[src/rtl/serial_frame_rx_if.sv]
// Output-side handshake bundle of serial_frame_rx: head-of-buffer word with valid/ready.
interface serial_frame_rx_if #(
    parameter int DATA_W = 8
);
    logic [DATA_W-1:0] data_out;
    logic              data_valid;
    logic              data_ready;

    modport master (output data_out, output data_valid, input data_ready);
    modport slave  (input data_out, input data_valid, output data_ready);
endinterface

[src/rtl/serial_frame_rx.sv]
// Serial frame receiver: start=1, DATA_W bits LSB-first, optional even parity, stop=0; 2-entry output FIFO.
// Optional parity checking is enabled by defining SERIAL_FRAME_RX_PARITY_EN.
module serial_frame_rx #(
    parameter int DATA_W = 8
) (
    input  logic              clk,
    input  logic              rst,
    input  logic              serial_in,
    serial_frame_rx_if.master rx,
    output logic              busy,
    output logic              framing_err,
    output logic              parity_err,
    output logic              overrun_err
);
    localparam int CNT_W = (DATA_W > 2) ? $clog2(DATA_W) : 1;

    localparam logic [1:0] IDLE   = 2'd0;
    localparam logic [1:0] DATA   = 2'd1;
    localparam logic [1:0] PARITY = 2'd2;
    localparam logic [1:0] STOP   = 2'd3;

    logic [1:0]        state;
    logic [CNT_W-1:0]  bit_cnt;
    logic [DATA_W-1:0] shreg;
    logic [DATA_W-1:0] mem0;
    logic [DATA_W-1:0] mem1;
    logic [1:0]        count;
    logic              stop_edge;
    logic              par_bad;
    logic              frame_good;
    logic              pop;
    logic              push_ok;
    logic              overrun;

    function automatic logic parity_mismatch(input logic [DATA_W-1:0] d, input logic p);
        return (^d) ^ p;
    endfunction

    always_ff @(posedge clk or negedge rst) begin
        if (!rst) begin
            state   <= IDLE;
            bit_cnt <= '0;
        end else begin
            case (state)
                IDLE: begin
                    if (serial_in) begin
                        state   <= DATA;
                        bit_cnt <= '0;
                    end
                end
                DATA: begin
                    if (bit_cnt == CNT_W'(DATA_W - 1)) begin
                        bit_cnt <= '0;
`ifdef SERIAL_FRAME_RX_PARITY_EN
                        state   <= PARITY;
`else
                        state   <= STOP;
`endif
                    end else begin
                        bit_cnt <= bit_cnt + 1'b1;
                    end
                end
                PARITY:  state <= STOP;
                default: state <= IDLE;
            endcase
        end
    end

    // Datapath capture: data bits enter at the MSB so the first bit ends up in bit 0.
    always_ff @(posedge clk) begin
        if (state == DATA) shreg <= {serial_in, shreg[DATA_W-1:1]};
    end

`ifdef SERIAL_FRAME_RX_PARITY_EN
    logic par_bit;

    always_ff @(posedge clk) begin
        if (state == PARITY) par_bit <= serial_in;
    end

    assign par_bad = (state == STOP) && parity_mismatch(shreg, par_bit);
`else
    assign par_bad = 1'b0;
`endif

    assign stop_edge  = (state == STOP);
    assign frame_good = stop_edge && !serial_in && !par_bad;
    assign pop        = rx.data_valid && rx.data_ready;
    // A pop on the same edge frees a slot, so a full buffer still accepts the word.
    assign push_ok    = frame_good && ((count != 2'd2) || pop);
    assign overrun    = frame_good && (count == 2'd2) && !pop;

    always_ff @(posedge clk or negedge rst) begin
        if (!rst) begin
            count       <= 2'd0;
            mem0        <= '0;
            framing_err <= 1'b0;
            parity_err  <= 1'b0;
            overrun_err <= 1'b0;
        end else begin
            framing_err <= stop_edge && serial_in;
            parity_err  <= par_bad;
            overrun_err <= overrun;
            case ({push_ok, pop})
                2'b10:   count <= count + 2'd1;
                2'b01:   count <= count - 2'd1;
                default: count <= count;
            endcase
            if (pop) begin
                if (count == 2'd2)  mem0 <= mem1;
                else if (push_ok)   mem0 <= shreg;
            end else if (push_ok && (count == 2'd0)) begin
                mem0 <= shreg;
            end
        end
    end

    always_ff @(posedge clk) begin
        if (push_ok && (((count == 2'd1) && !pop) || ((count == 2'd2) && pop))) mem1 <= shreg;
    end

    assign rx.data_out   = mem0;
    assign rx.data_valid = (count != 2'd0);
    assign busy          = (state != IDLE);
endmodule
[src/flat_wrapper.sv]
// flat-port wrapper written by rule: the top's interface ports become plain ports
module serial_frame_rx_flat 
#(
    parameter int DATA_W = 8
)
  (clk, rst, serial_in, busy, framing_err, parity_err, overrun_err, rx_data_out, rx_data_valid, rx_data_ready);
  serial_frame_rx_if #(.DATA_W(DATA_W)) rx_i ();
  input  logic clk;
  input  logic rst;
  input  logic serial_in;
  output logic busy;
  output logic framing_err;
  output logic parity_err;
  output logic overrun_err;
  output wire logic [$bits(rx_i.data_out)-1:0] rx_data_out;
  output wire logic [$bits(rx_i.data_valid)-1:0] rx_data_valid;
  input wire logic [$bits(rx_i.data_ready)-1:0] rx_data_ready;
  assign rx_data_out = rx_i.data_out;
  assign rx_data_valid = rx_i.data_valid;
  assign rx_i.data_ready = rx_data_ready;
  serial_frame_rx #(.DATA_W(DATA_W)) u_core (.clk(clk), .rst(rst), .serial_in(serial_in), .rx(rx_i), .busy(busy), .framing_err(framing_err), .parity_err(parity_err), .overrun_err(overrun_err));
endmodule
[config.mk]
export PLATFORM = sky130hd
export DESIGN_NAME = serial_frame_rx_flat
export DESIGN_NICKNAME = d
export VERILOG_FILES = /design/src/rtl/serial_frame_rx_if.sv /design/src/rtl/serial_frame_rx.sv /design/src/flat_wrapper.sv
export SDC_FILE = /design/constraint.sdc
export NUM_CORES = 1
export LEC_CHECK = 0
export CAP_MARGIN = 10
export CORE_MARGIN = 5
export CORE_UTILIZATION = 30
export CTS_CLUSTER_DIAMETER = 60
export DETAILED_ROUTE_END_ITERATION = 12
export HOLD_SLACK_MARGIN = 0.12
export PLACE_DENSITY = 0.58
export SETUP_SLACK_MARGIN = 0.02
export SLEW_MARGIN = 5
export SYNTH_ARGS = -nofsm -noshare
export SYNTH_HDL_FRONTEND = slang
export SYNTH_SLANG_ARGS = --single-unit
[constraint.sdc]
create_clock -name clk -period 2.2 [get_ports clk]
set_clock_uncertainty 0.2 [all_clocks]
set_input_delay 0.22 -clock clk [delete_from_list [all_inputs] [get_ports clk]]
set_output_delay 0.22 -clock clk [all_outputs]
set_load 0.005 [all_outputs]
==> impl_metrics.yaml <==
clock_tree:
  cts_tree: "built"
  clock-root-buffer: "clkbuf_8"
  clk_path_buf_depth: 2
  clk_latency_ns: 0.28
  htreeDepth: 2
  clkSlewWorstSetupHoldPaths_ns: 0.06
  cts_sinks: 33
  post_cts_buffers: 0
  numCtsBuffers: 5
cells_and_area:
  n_antenna_cell: 0
  final_cell_mix: "dfrtp_1 (17), edfxtp_1 (16), clkdlybuf4s50_1 (15)"
  n_fill_cell: 470
  final_nets: 137
  syn2layout_area_growth_pct: 22.34
  layout-drive-gt1-share_pct: 19.84
  final_common_cell: "dfrtp_1"
pwr:
  p_per_area_nw_per_um2: 1436
  p_leak_uw: 0.0007772
  peakVddDrop_mv: 0.6132
  total_power_uw: 2706
drt:
  wl_per_cell_um: 12.70
  route.vias.total: 863
  antenna_left: 0
  drt_iter0_drc: 19
  viasPerCell: 4.403
  drc_errors: 0
  wl_um: 2489
  firstDrtPassIters: 6
status:
  status: "completed"
grt:
  use_met2_pct: 12.87
  grt_pass1_wl_um: 4105
  gr-usage-met1_pct: 10.43
  grt_pass1_vias: 871
  grt-busiest-layer: "met2"
  antenna_found_initial: 0
  overflow: 0
  grt_usage_pct: 8.382
  grt_max_degree: 18
  use_met3_pct: 4.715
worst_setup_path:
  cp.required_ns: 2.16
  crit_fanout: 8
  critPathCaptureType: "register"
  cp.arrival_ns: 1.98
  worstSetupPathType: "reg -> reg"
  cp-start-kind: "register"
  ff2ff_path_depth: 5
synth:
  synth_area_leaders: "edfxtp_1 (31%), dfrtp_1 (28%), mux2_4 (7.8%)"
  synth_edf_count: 16
  synth-seq-cells: 33
  ys_types: 26
  synth-async-reset-ratio_pct: 51.52
  ys_warn_count: 0
  synth_flop_cell: "dfrtp_1"
  synthesis.nets: 113
  synthCells: 101
  synth_top_area_share_pct: 31.19
  yosys.area.top_type: "edfxtp_1"
  syn_area_per_cell_sq_um: 15.25
  syn-cell-area_sq_um: 1540
  synth-seq-area-share_pct: 58.81
sta:
  fmax_mhz: 496.4
  drv_slew: 0
  finalSetupTns_ns: 0
  hold_violations: 0
  finalCritPeriodShare_pct: 91.57
  setup_viol: 0
  rsz0062_at_grt: "false"
  fin_crit_ns: 2.015
floorplan:
  num_rows: 26
  die_h_um: 81.65
  initial_utilization_pct: 30.55
  io_pins: 17
  core_area_sq_um: 5042
  die-area_sq_um: 6667
  die_x_um: 81.65
hold_path:
  min_path_type: "reg -> reg"
  holdPathStages: 0
place:
  hpwl_um: 1750
  port-buffer-count: 15
  place.gp.congestion: 0.7285
run:
  drv_cap: 0
stage by stage:
stage          setup slack [ns]  instances  hold WS (ns)  util, %  cell area (sq um)
3_3_place_gp             0.2067        187        0.2404    35.53               1792
2_1_floorplan            0.1583        101       -0.2756        -               1540
4_1_cts                  0.1625        196        0.2542    37.37               1884
3_5_place_dp             0.1718        187        0.2386    35.53               1792
5_1_grt                 0.08679        196        0.2812    37.37               1884
6_report                 0.1854        196        0.2504    37.37               1884
path summary, 6_finish.rpt:
path | start | to | slack (ns)
setup / recovery | u_core.count[0] | u_core.rx.data_out[7] | 0.19
hold / removal | u_core.shreg[0] | u_core.mem1[0] | 0.25
setup reg to reg | u_core.count[0] | u_core.rx.data_out[7] | 0.19
hold reg to reg | u_core.shreg[0] | u_core.mem1[0] | 0.25
max in group asynchronous | rst | u_core.rx.data_out[0] | 0.99
min in group asynchronous | rst | u_core.rx.data_out[6] | 0.61
state kept, by name (all words and copies together), names as in the netlist:
signal,cells
u_core.bit_cnt,3
u_core.framing_err,1
u_core.mem1,8
u_core.shreg,8
u_core.rx.data_out,8
u_core.overrun_err,1
u_core.state,2
u_core.count,2
cells by family after synthesis:
group | Yosys count | share of synthesized area [%]
flops | 33 | 58.81
mux | 24 | 19.01
simple gates | 13 | 6.499
buf+inv | 11 | 3.005
compound gates | 10 | 5.362
fa+ha+maj | 8 | 6.499
other cells | 1 | 0.2435
xor+xnor | 1 | 0.5687
layer usage:
metal | share of wire [%] | up-vias
li1 | - | 405
met2 | 46 | 20
met1 | 48 | 435
met3 | 5.3 | 3
met4 | 0.64 | 0
met5 | 0 | -
power by group:
part           switching (uW)  internal [uW]  leakage (uW)
sequential                156            947      0.000351
combinational             477            697      0.000381
clock                     211            219     0.0000450
cell usage after synthesis (all sizes together) (2+ instances only):
cell type	count
buf	2
o21ai	3
mux2	18
nand3b	2
nor2b	2
edfxtp	16
ha	8
nand2b	3
nor3b	2
a32oi	3
inv	8
dfrtp	17
a21oi	3
mux2i	6
area by class of cell:
cell class | count | area, sq um | area share [%]
flip-flops and latches | 33 | 905.9 | 48.07
multi-input cells | 57 | 588.1 | 31.21
repair buffers | 20 | 190.2 | 10.09
well taps | 70 | 87.58 | 4.648
clock buffers | 6 | 72.57 | 3.851
inverters | 8 | 30.03 | 1.594
clock inverters | 2 | 10.01 | 0.5312
timing repair:
action | CTS | global route
hold buffers | 1 | 0
hold endpoints to repair | 17 | 0
resized for setup | 0 | 0
worst max-delay path, stage by stage (launching register included):
cell and delay, ns:
dfrtp_1 0.38, inv_1 0.08, ha_1 0.23, nand2b_1 0.26, a2bb2oi_4 0.41, mux2_4 0.34
(Power assumes the default switching activity.)
